$ cat src/rtl/regwb_pkg.sv
// regwb_pkg: shared widths, the XZR address and the queued-result record for the writeback sequencer.
package regwb_pkg;
    localparam int DATA_W_DEF = 64;
    localparam int ADDR_W_DEF = 5;
    localparam int XZR_ADDR   = 31;
    typedef struct packed {
        logic [ADDR_W_DEF-1:0] add;
        logic [DATA_W_DEF-1:0] data;
    } wb_entry_t;
endpackage

$ cat src/rtl/wb_fifo.sv
// wb_fifo: DEPTH-entry circular buffer; with WB_BYPASS_EN it also exposes all entries oldest-first.
module wb_fifo #(
    parameter int DEPTH = 4,
    parameter int W     = 69
) (
    input  logic                      i_clk,
    input  logic                      i_rst,
`ifdef WB_BYPASS_EN
    output logic [DEPTH*W-1:0]        o_view,
    output logic [DEPTH-1:0]          o_vld,
`endif
    input  logic                      i_push,
    input  logic [W-1:0]              i_din,
    input  logic                      i_pop,
    output logic [W-1:0]              o_dout,
    output logic [$clog2(DEPTH):0]    o_count
);
    localparam int AW = $clog2(DEPTH);
    logic [W-1:0]  r_mem [DEPTH];
    logic [AW-1:0] r_wr;
    logic [AW-1:0] r_rd;
    logic [AW:0]   r_count;
    always_ff @(posedge i_clk) begin
        if (i_rst) begin
            r_wr    <= '0;
            r_rd    <= '0;
            r_count <= '0;
        end else begin
            if (i_push) r_wr <= r_wr + 1'b1;
            if (i_pop) r_rd <= r_rd + 1'b1;
            r_count <= r_count + (AW+1)'(i_push) - (AW+1)'(i_pop);
        end
    end
    // Storage needs no reset: entries are only visible below r_count.
    always_ff @(posedge i_clk) begin
        if (i_push) r_mem[r_wr] <= i_din;
    end
    assign o_dout  = r_mem[r_rd];
    assign o_count = r_count;
`ifdef WB_BYPASS_EN
    for (genvar k = 0; k < DEPTH; k++) begin : g_view
        assign o_view[k*W +: W] = r_mem[r_rd + AW'(k)];
        assign o_vld[k]         = (AW+1)'(k) < r_count;
    end
`endif
endmodule

$ cat src/rtl/regfile_writeback.sv
// regfile_writeback: queues ALU/load results and drives the register file write port one write per cycle.
// Define WB_BYPASS_EN to add the fwd_* lookup of queued and in-flight writes.
module regfile_writeback
    import regwb_pkg::*;
#(
    parameter int DEPTH  = 4,
    parameter int DATA_W = DATA_W_DEF,
    parameter int ADDR_W = ADDR_W_DEF
) (
    input  logic              clock,
    input  logic              reset,
    input  logic              alu_valid,
    output logic              alu_ready,
    input  logic [ADDR_W-1:0] alu_add,
    input  logic [DATA_W-1:0] alu_data,
    input  logic              mem_valid,
    output logic              mem_ready,
    input  logic [ADDR_W-1:0] mem_add,
    input  logic [DATA_W-1:0] mem_data,
    input  logic              hold,
    output logic              write_en,
    output logic [ADDR_W-1:0] write_add,
    output logic [DATA_W-1:0] write_data,
    output logic              busy
`ifdef WB_BYPASS_EN
    ,
    input  logic [ADDR_W-1:0] fwd_add1,
    input  logic [ADDR_W-1:0] fwd_add2,
    output logic              fwd_hit1,
    output logic              fwd_hit2,
    output logic [DATA_W-1:0] fwd_data1,
    output logic [DATA_W-1:0] fwd_data2
`endif
);
    localparam int CW = $clog2(DEPTH) + 1;
    localparam int EW = ADDR_W + DATA_W;
    localparam logic [ADDR_W-1:0] XZR = ADDR_W'(XZR_ADDR);
    logic [CW-1:0]     w_count;
    logic              w_full;
    logic              w_mem_fire;
    logic              w_alu_fire;
    logic              w_push;
    logic              w_pop;
    logic [EW-1:0]     w_din;
    logic [EW-1:0]     w_dout;
    logic              r_we;
    logic [ADDR_W-1:0] r_add;
    logic [DATA_W-1:0] r_data;
`ifdef WB_BYPASS_EN
    logic [DEPTH*EW-1:0] w_view;
    logic [DEPTH-1:0]    w_vld;
`endif
    // Loads belong to older instructions, so mem wins when both offer.
    assign w_full     = w_count == CW'(DEPTH);
    assign mem_ready  = !w_full;
    assign alu_ready  = !w_full && !mem_valid;
    assign w_mem_fire = mem_valid && mem_ready;
    assign w_alu_fire = alu_valid && alu_ready;
    assign w_push     = (w_mem_fire && mem_add != XZR) || (w_alu_fire && alu_add != XZR);
    assign w_din      = w_mem_fire ? {mem_add, mem_data} : {alu_add, alu_data};
    assign w_pop      = !hold && w_count != '0;
    wb_fifo #(.DEPTH(DEPTH), .W(EW)) u_fifo (
        .i_clk   (clock),
        .i_rst   (reset),
`ifdef WB_BYPASS_EN
        .o_view  (w_view),
        .o_vld   (w_vld),
`endif
        .i_push  (w_push),
        .i_din   (w_din),
        .i_pop   (w_pop),
        .o_dout  (w_dout),
        .o_count (w_count)
    );
    always_ff @(posedge clock) begin
        if (reset) begin
            r_we   <= 1'b0;
            r_add  <= '0;
            r_data <= '0;
        end else begin
            r_we <= w_pop;
            if (w_pop) {r_add, r_data} <= w_dout;
        end
    end
    assign write_en   = r_we;
    assign write_add  = r_add;
    assign write_data = r_data;
    assign busy       = w_count != '0 || r_we;
`ifdef WB_BYPASS_EN
    // Output register is oldest; later queue entries (younger) override it.
    function automatic logic [DATA_W:0] lookup(input logic [ADDR_W-1:0] a,
                                               input logic [DEPTH*EW-1:0] view,
                                               input logic [DEPTH-1:0] vld,
                                               input logic we,
                                               input logic [ADDR_W-1:0] wadd,
                                               input logic [DATA_W-1:0] wdata);
        logic [DATA_W:0] r;
        r = (we && wadd == a) ? {1'b1, wdata} : '0;
        for (int k = 0; k < DEPTH; k++)
            if (vld[k] && view[k*EW+DATA_W +: ADDR_W] == a) r = {1'b1, view[k*EW +: DATA_W]};
        if (a == XZR) r = '0;
        return r;
    endfunction
    always_comb begin
        {fwd_hit1, fwd_data1} = lookup(fwd_add1, w_view, w_vld, r_we, r_add, r_data);
        {fwd_hit2, fwd_data2} = lookup(fwd_add2, w_view, w_vld, r_we, r_add, r_data);
    end
`endif
endmodule

$ cat config.mk
export PLATFORM = sky130hd
export DESIGN_NAME = regfile_writeback
export DESIGN_NICKNAME = d
export VERILOG_FILES = /design/src/rtl/regwb_pkg.sv /design/src/rtl/wb_fifo.sv /design/src/rtl/regfile_writeback.sv
export SDC_FILE = /design/constraint.sdc
export NUM_CORES = 1
export LEC_CHECK = 0
export BUFFER_PORTS_ARGS = -buffer_cell sky130_fd_sc_hd__buf_2
export CELL_PAD_IN_SITES_DETAIL_PLACEMENT = 1
export CELL_PAD_IN_SITES_GLOBAL_PLACEMENT = 2
export CORE_UTILIZATION = 44
export CTS_BUF_LIST = sky130_fd_sc_hd__clkbuf_4
export DETAILED_ROUTE_END_ITERATION = 8
export PLACE_DENSITY_LB_ADDON = 0.25
export SETUP_SLACK_MARGIN = 0.1
export SYNTH_ARGS = -nofsm -noshare
export SYNTH_HDL_FRONTEND = slang
export SYNTH_HIERARCHICAL = 1
export SYNTH_SLANG_ARGS = --single-unit
export TNS_END_PERCENT = 30
$ cat constraint.sdc
create_clock -name clock -period 4.7 [get_ports clock]
set_input_delay 0.94 -clock clock [delete_from_list [all_inputs] [get_ports clock]]
set_output_delay 0.94 -clock clock [all_outputs]
set_load 0.02 [all_outputs]
==> metrics.yaml, run 1 <==
rsz0062_at_grt: "no"
cp_max_fo: 38
instances_no_fill: 1583
overflow: 0
cts.repair.resized: 0
swShare: 0.293
grt_util_all_layers: 0.181
cts_made_buffers: 91
synth_top_family_by_area: "multiplexers"
synth_warnings: 6
synth_simple_gate_area_frac: 0.0689
synth.net_count: 942
cts_tree: "built"
hold_viol: 0
placed_area_um2: 16100
power_leakage_nw: 6.55
outcome: "finished, final reports clean"
finalSetupTns_ns: 0
die_h_um: 185
post_cts_buffers: 0
syn-cell-area_um2: 14700
io_buffers: 215
via_per_inst: 4.97
synth_cells: 792
wl_per_cell_um: 19.0
synth.distinct_cells: 28
fin_crit_ns: 2.91
fp.dieW_um: 185
grt_pass1_wl_um: 46300
ir_drop_mv: 0.197
drt_iter0_drc: 358
switchingPower_mw: 2.74
setup_viol: 0
clkPwrFrac: 0.284
synth_compound_area_frac: 0.00144
cp_data_arrival_time_ns: 3.24
cts-root-buf: "clkbuf_4"
grt_pass1_vias: 8480
htreeDepth: 3
synth-xor-area-share: 0.00280
core_um2: 32700
ys.flop_type: "edfxtp_1"
ys_ff_latch: 355
first_pass_iters: 4
max_stage_delay_ns: 0.67
postCtsHoldBufs: 0
power_frac_seq: 0.467
fmax_ghz: 0.344
skew_ns: 0.0616
drive_above_1_share: 0.454
antenna_found_initial: 1
worst_slew_margin_rel: 0.283
async_reset_ff_frac: 0
synthAdderAreaFrac: 0.00646
crit_chain: "or3b_1 -> nand2_8 -> o22ai_1 -> and2_4 -> buf_4"
drv_cap: 0
wirelength_um: 30000
rows: 66
end_kind: "register"
clk_pin_slew_ns: 0.06
grt_max_degree: 77
crit_slowest_cell: "and2_4"
clock_path_buffers: 3
ys_seq_area_frac: 0.670
num_io_pins: 216
clk_latency_ns: 0.71
tightest_slew_ns: 1.08
clock_sinks: 355
worstSetupPathType: "register to register"
dpl.cell_count: 1415
final_area_um2: 17300
synthMuxAreaShare: 0.224
required_ns: 5.03
p_comb_frac: 0.249
ant_nets: 0
area_delta_synth_final_pct: 17.8
num-nets-final: 1216
syn_area_per_cell_um2: 18.6
vias: 7871
fin_crit_sh: 0.618
routabilityCongestion: 0.687
dp_hpwl_um: 18200
intPower_mw: 6.62
start_util: 0.450
p_per_area_nw_per_um2: 540
hp-class: "register to register"
die_area_um2: 34200
synth_edf_count: 276
route.detailed.drc: 0
slew_violations: 0
crit_path_start_kind: "register"
state kept, by name (all words and copies together), names as in the netlist, named ones only:
name / cells
u_fifo/r_mem: 276
write_data: 64
write_add: 5
u_fifo/o_count: 3
u_fifo/r_rd: 2
u_fifo/r_wr: 2
write_en: 1
area by class of cell:
cell class              instances  area (um2)
well taps                     442         553
diodes                          1        2.50
clock inverters                32         181
clock buffers                 135        1010
repair buffers                227        1210
flip-flops and latches        355        9880
multi-input cells             385        4480
fillers                      3219       15400
inverters                       6        22.5
cells in the final DEF, fill, tap and decap left out, types with 3 or more instances in the layout:
cell type  Yosys  layout
and2_4         0       4
buf_12         9       3
buf_2          9     214
buf_4          6      10
clkbuf_4       0     135
clkinv_1       0      23
clkinv_2       0       4
dfxtp_1       79      77
edfxtp_1     276     276
ha_1           6       6
inv_1          6       6
mux2_4        69      69
mux2i_1       70      70
mux4_2        69      69
nand2b_1     139     139
nor2_1         8       7
nor2b_1        3       3
logic make-up after synthesis:
kind of cell | after synthesis
flip-flops | 355
multiplexers | 208
AND/OR/NAND/NOR | 164
buffers and inverters | 52
adder cells (fa/ha/maj) | 7
AO/OA/AOI/OAI | 3
XOR/XNOR | 3
per-layer routing:
metal  GRT usage  wire [um]
met5           0          0
met4      0.0661        520
met3      0.0374       1600
met2       0.311      15200
met1       0.225      12800
worst paths after layout:
kind,cells past startpoint,to,startpoint,slack [ns]
min,2,write_add[2],write_add[2],0.47
max reg2reg,5,u_fifo/r_mem[3][18],u_fifo/o_count[1],1.79
max,5,u_fifo/r_mem[3][18],u_fifo/o_count[1],1.79
min reg2reg,2,write_add[2],write_add[2],0.47
worst max-delay path, delay by kind of cell, from the launching register on:
| family | cells | cell delay, ns |
|---|---|---|
| compound gates | 1 | 0.58 |
| buf+inv | 1 | 0.39 |
| flops | 1 | 0.37 |
| simple gates | 3 | 1.18 |
Yosys cell counts (3+ instances only):
library cell	instances	area (um2)
edfxtp_1	276	8290
and2_1	4	25.0
buf_2	9	45.0
dfxtp_1	79	1580
nor2b_1	3	18.8
inv_1	6	22.5
clkbuf_1	20	75.1
mux2i_1	70	701
mux4_2	69	1550
mux2_4	69	1040
nand2b_1	139	870
buf_12	9	180
buf_4	6	45.0
nor2_1	8	30.0
ha_1	6	75.1
stage by stage:
stage | hold slack [ns] | util | power (mW) | setup slack (ns)
after floorplan | 0.492 | - | 6.16 | 1.00
after global placement | 0.457 | 0.494 | 6.76 | 1.36
after detailed placement | 0.459 | 0.494 | 6.83 | 1.30
after CTS | 0.415 | 0.530 | 9.53 | 1.69
after global routing | 0.428 | 0.530 | 9.86 | 1.58
final | 0.470 | 0.530 | 9.36 | 1.79
power by group through the flow:
stage	combinational, mW	sequential, mW	clock (mW)
CTS	2.39	4.39	2.75
detailed placement	2.38	4.45	0
floorplan	1.64	4.52	0
global route	2.52	4.44	2.90
finish	2.33	4.37	2.66
global placement	2.33	4.42	0
Note: power is estimated with default switching activity, not from simulation.
==> run 2, diff against run 1 <==
Settings changed: CORE_UTILIZATION 44 to 40.
Clock period 4.7 ns to 2.54 ns, I/O delays scaled along.
==> metrics.yaml, run 2 (synthesized netlist as in run 1, its figures left out) <==
setup_slack_ns: 0.238
met3_usage: 0.0388
overflow: 0
crit_path_start_kind: "register"
rsz0062_at_grt: "no"
grt_pass1_wl_um: 47500
first_pass_iters: 4
clk_latency_ns: 0.75
core_um2: 35900
num-nets-final: 1232
rows: 69
area_delta_synth_final_pct: 20.1
num_io_pins: 216
wirelength_um: 30500
setup_viol: 0
final_util: 0.492
dp_hpwl_um: 18800
largest_reg_flops: 276
clock_path_buffers: 3
hp-start: "mem_data[51]"
clk_pin_slew_ns: 0.06
via_per_inst: 4.87
grt_max_degree: 73
reg2reg_slack_ns: 0.36
p_total_mw: 17.7
cp_data_arrival_time_ns: 1.79
end_kind: "output pin"
antenna_found_initial: 3
start_util: 0.410
route.detailed.drc: 0
layout_common_cells: "edfxtp_1, buf_2, clkbuf_4, nand2b_1, dfxtp_1"
reg2reg_from: "u_fifo/o_count[2]"
reg2regPathDepth: 5
die_h_um: 194
hold_slack_ns: 0.0927
grt_pass1_vias: 8694
ir_drop_mv: 0.435
cp_max_fo: 4
clock_sinks: 355
fmax_ghz: 0.434
hp-class: "primary input to register"
fp.dieW_um: 194
slew_violations: 0
htreeDepth: 3
p_per_area_nw_per_um2: 999
wl_per_cell_um: 18.8
final_common_cell: "edfxtp_1"
cts_tree: "built"
cts-root-buf: "clkbuf_4"
reg2reg_to: "u_fifo/r_mem[2][27]"
power_leakage_nw: 6.71
die_area_um2: 37600
fin_crit_sh: 0.906
worstHoldEndpoint: "u_fifo/r_mem[0][51]"
worst_slew_margin_rel: 0.592
required_ns: 2.03
drive_above_1_share: 0.469
drt_iter0_drc: 324
ant_nets: 0
grt_util_all_layers: 0.166
hold_depth: 2
worstSetupPathType: "register to output pin"
hold_viol: 0
routabilityCongestion: 0.677
top_usage_layer: "met2"
pre_cts_ws_ns: 0.321
tightest_slew_ns: 0.612
finalSetupTns_ns: 0
skew_ns: 0.0331
grtUsageMet1: 0.205
regMostFlops: "u_fifo/r_mem"
drv_cap: 0
use_met2: 0.282
fin_crit_ns: 2.30
vias: 7920
io_buffers: 215
outcome: "finished, final reports clean"
cts_made_buffers: 95
-- run 2: changes by cell type in the layout (fill, tap and decap cells not counted), moves of 3 or more --
cell,delta
buf_12,+12
clkbuf_4,+8
clkinv_2,+6
clkinv_1,-4
diode_2,+3
-- run 2: worst max-delay path, stage by stage (launching register included) --
cell,delay [ns]
dfxtp_1,0.35
nor3_2,0.32
nand2b_1,0.19
buf_2,0.21
-- run 2: layout make-up --
class | instances | area (um2)
Clock buffer | 143 | 1070
Clock inverter | 33 | 189
Inverter | 6 | 22.5
Sequential cell | 355 | 9880
Fill cell | 3542 | 18200
Tap cell | 461 | 577
Antenna cell | 4 | 10.0
Multi-Input combinational cell | 385 | 4490
Timing Repair Buffer | 239 | 1450
-- run 2: worst max-delay path by stage --
stage / startpoint / endpoint / slack (ns) / cells after the start
5_1_grt: u_fifo/o_count[1] / busy / 0.08 / 3
3_5_place_dp: u_fifo/o_count[2] / u_fifo/o_count[2] / 0.32 / 8
2_1_floorplan: u_fifo/o_count[2] / u_fifo/r_mem[1][0] / -0.13 / 6
3_3_place_gp: u_fifo/o_count[2] / u_fifo/o_count[2] / 0.35 / 8
6_report: u_fifo/o_count[1] / busy / 0.24 / 3
4_1_cts: u_fifo/o_count[2] / alu_ready / 0.006 / 3
-- run 2: per-stage QoR --
step | cell area (um2) | instances
2_1_floorplan | 14700 | 792
5_1_grt | 17700 | 1626
4_1_cts | 17700 | 1621
3_5_place_dp | 16400 | 1444
6_report | 17700 | 1626
3_3_place_gp | 16400 | 1444
-- run 2: what timing repair did --
action	CTS	global route
gates resized for setup	1	2
buffers inserted	0	1
endpoints found under the setup margin	2	3
hold endpoints to repair	1	0
pin swaps	0	1
hold buffers	1	0
-- run 2: power by group --
| part | internal [mW] | switching, mW |
|---|---|---|
| Sequential | 7.56 | 0.416 |
| Combinational | 2.18 | 2.43 |
| Clock | 2.79 | 2.28 |
-- run 2: layer usage --
metal,wire (um),share of wire,vias up
met5,12,0.00039,-
met4,607,0.020,2
met3,1320,0.043,56
met2,15500,0.51,201
met1,13100,0.43,3993
li1,-,-,3668
==> run 3, diff against run 2 <==
Settings changed: PLACE_DENSITY_LB_ADDON 0.25 to 0.12, SLEW_MARGIN set to 5.
==> metrics.yaml, run 3 (synthesized netlist as in run 1, its figures left out) <==
first_pass_iters: 4
routabilityCongestion: 0.694
wirelength_um: 33200
cts_made_buffers: 92
num-fill-cells: 3528
final_common_cell: "edfxtp_1"
end_kind: "output pin"
worstSetupPathType: "register to output pin"
placed_area_um2: 16400
ir_drop_mv: 0.465
fin_crit_sh: 0.909
worst_slew_margin_rel: 0.575
via_per_inst: 4.90
multi_input_area_um2: 4480
rsz0062_at_grt: "no"
die_h_um: 194
io_buffers: 215
clock_path_buffers: 3
power_leakage_nw: 6.67
vias: 7930
grt_util_all_layers: 0.178
finalSetupTns_ns: 0
grt_max_degree: 73
clock_sinks: 355
p_per_area_nw_per_um2: 996
cp_data_arrival_time_ns: 1.80
fin_crit_ns: 2.31
largest_reg_flops: 276
fmax_ghz: 0.433
clk_latency_ns: 0.73
htreeDepth: 3
regMostFlops: "u_fifo/r_mem"
tightest_slew_ns: 0.638
num-nets-final: 1226
outcome: "finished, final reports clean"
cts-root-buf: "clkbuf_4"
core_um2: 35900
grt_pass1_wl_um: 50700
crit_path_start_kind: "register"
hold_viol: 0
area_delta_synth_final_pct: 19.9
route.detailed.drc: 0
cp_max_fo: 4
drive_above_1_share: 0.470
dp_hpwl_um: 19800
hp-class: "primary input to register"
clk_pin_slew_ns: 0.07
num_io_pins: 216
rows: 69
antenna_found_initial: 2
drt_iter0_drc: 325
required_ns: 2.03
overflow: 0
fp.dieW_um: 194
layout_common_cells: "edfxtp_1, buf_2, clkbuf_4, nand2b_1, dfxtp_1"
die_area_um2: 37600
drv_cap: 0
start_util: 0.410
wl_per_cell_um: 20.5
setup_viol: 0
grt_pass1_vias: 8720
cts_tree: "built"
skew_ns: 0.0865
slew_violations: 0
regArea_um2: 9880
ant_nets: 0
final_area_um2: 17700
-- run 3: metrics by stage --
step | utilization | setup WS, ns | hold slack (ns) | total power, mW | cells
6_report | 0.492 | 0.232 | 0.106 | 17.6 | 1618
5_1_grt | 0.491 | 0.131 | 0.0557 | 18.5 | 1616
4_1_cts | 0.491 | 0.109 | 0.0173 | 18.0 | 1614
3_5_place_dp | 0.457 | 0.364 | 0.458 | 12.8 | 1442
3_3_place_gp | 0.457 | 0.408 | 0.458 | 12.7 | 1442
2_1_floorplan | - | -0.131 | 0.492 | 11.4 | 792
-- run 3: layout make-up --
class | instances | share of cell area
flip-flops and latches | 355 | 0.560
multi-input cells | 385 | 0.254
repair buffers | 236 | 0.0822
clock buffers | 152 | 0.0646
well taps | 461 | 0.0327
clock inverters | 19 | 0.00517
inverters | 6 | 0.00128
diodes | 4 | 0.000567
-- run 3: what timing repair did --
action,4_1_cts,5_1_grt
endpoints found under the setup margin,1,1
hold endpoints to repair,1,0
resized for setup,1,1
hold buffers,1,0
buffers inserted,0,0
-- run 3: where the power goes --
part,switching [mW],internal (mW)
registers,0.474,7.56
logic,2.37,2.17
clock network,2.30,2.70
-- run 3: worst max-delay path: stages (launching register included) --
cell	delay, ns
dfxtp_1	0.33
or3b_4	0.45
nor2b_1	0.15
buf_2	0.15
-- run 3: per-layer routing --
metal	part of all wire	GRT usage	up-vias
li1	-	-	3650
met1	0.44	0.223	4018
met2	0.50	0.308	221
met3	0.044	0.0377	41
met4	0.014	0.0570	0
met5	0	0	-
-- run 3: final timing paths --
check | from | to | slack (ns) | cells after the start
max | u_fifo/o_count[1] | alu_ready | 0.23 | 3
min | mem_data[54] | u_fifo/r_mem[3][54] | 0.11 | 2
max reg2reg | u_fifo/o_count[2] | u_fifo/o_count[2] | 0.41 | 8
min reg2reg | write_data[19] | write_data[19] | 0.47 | 2
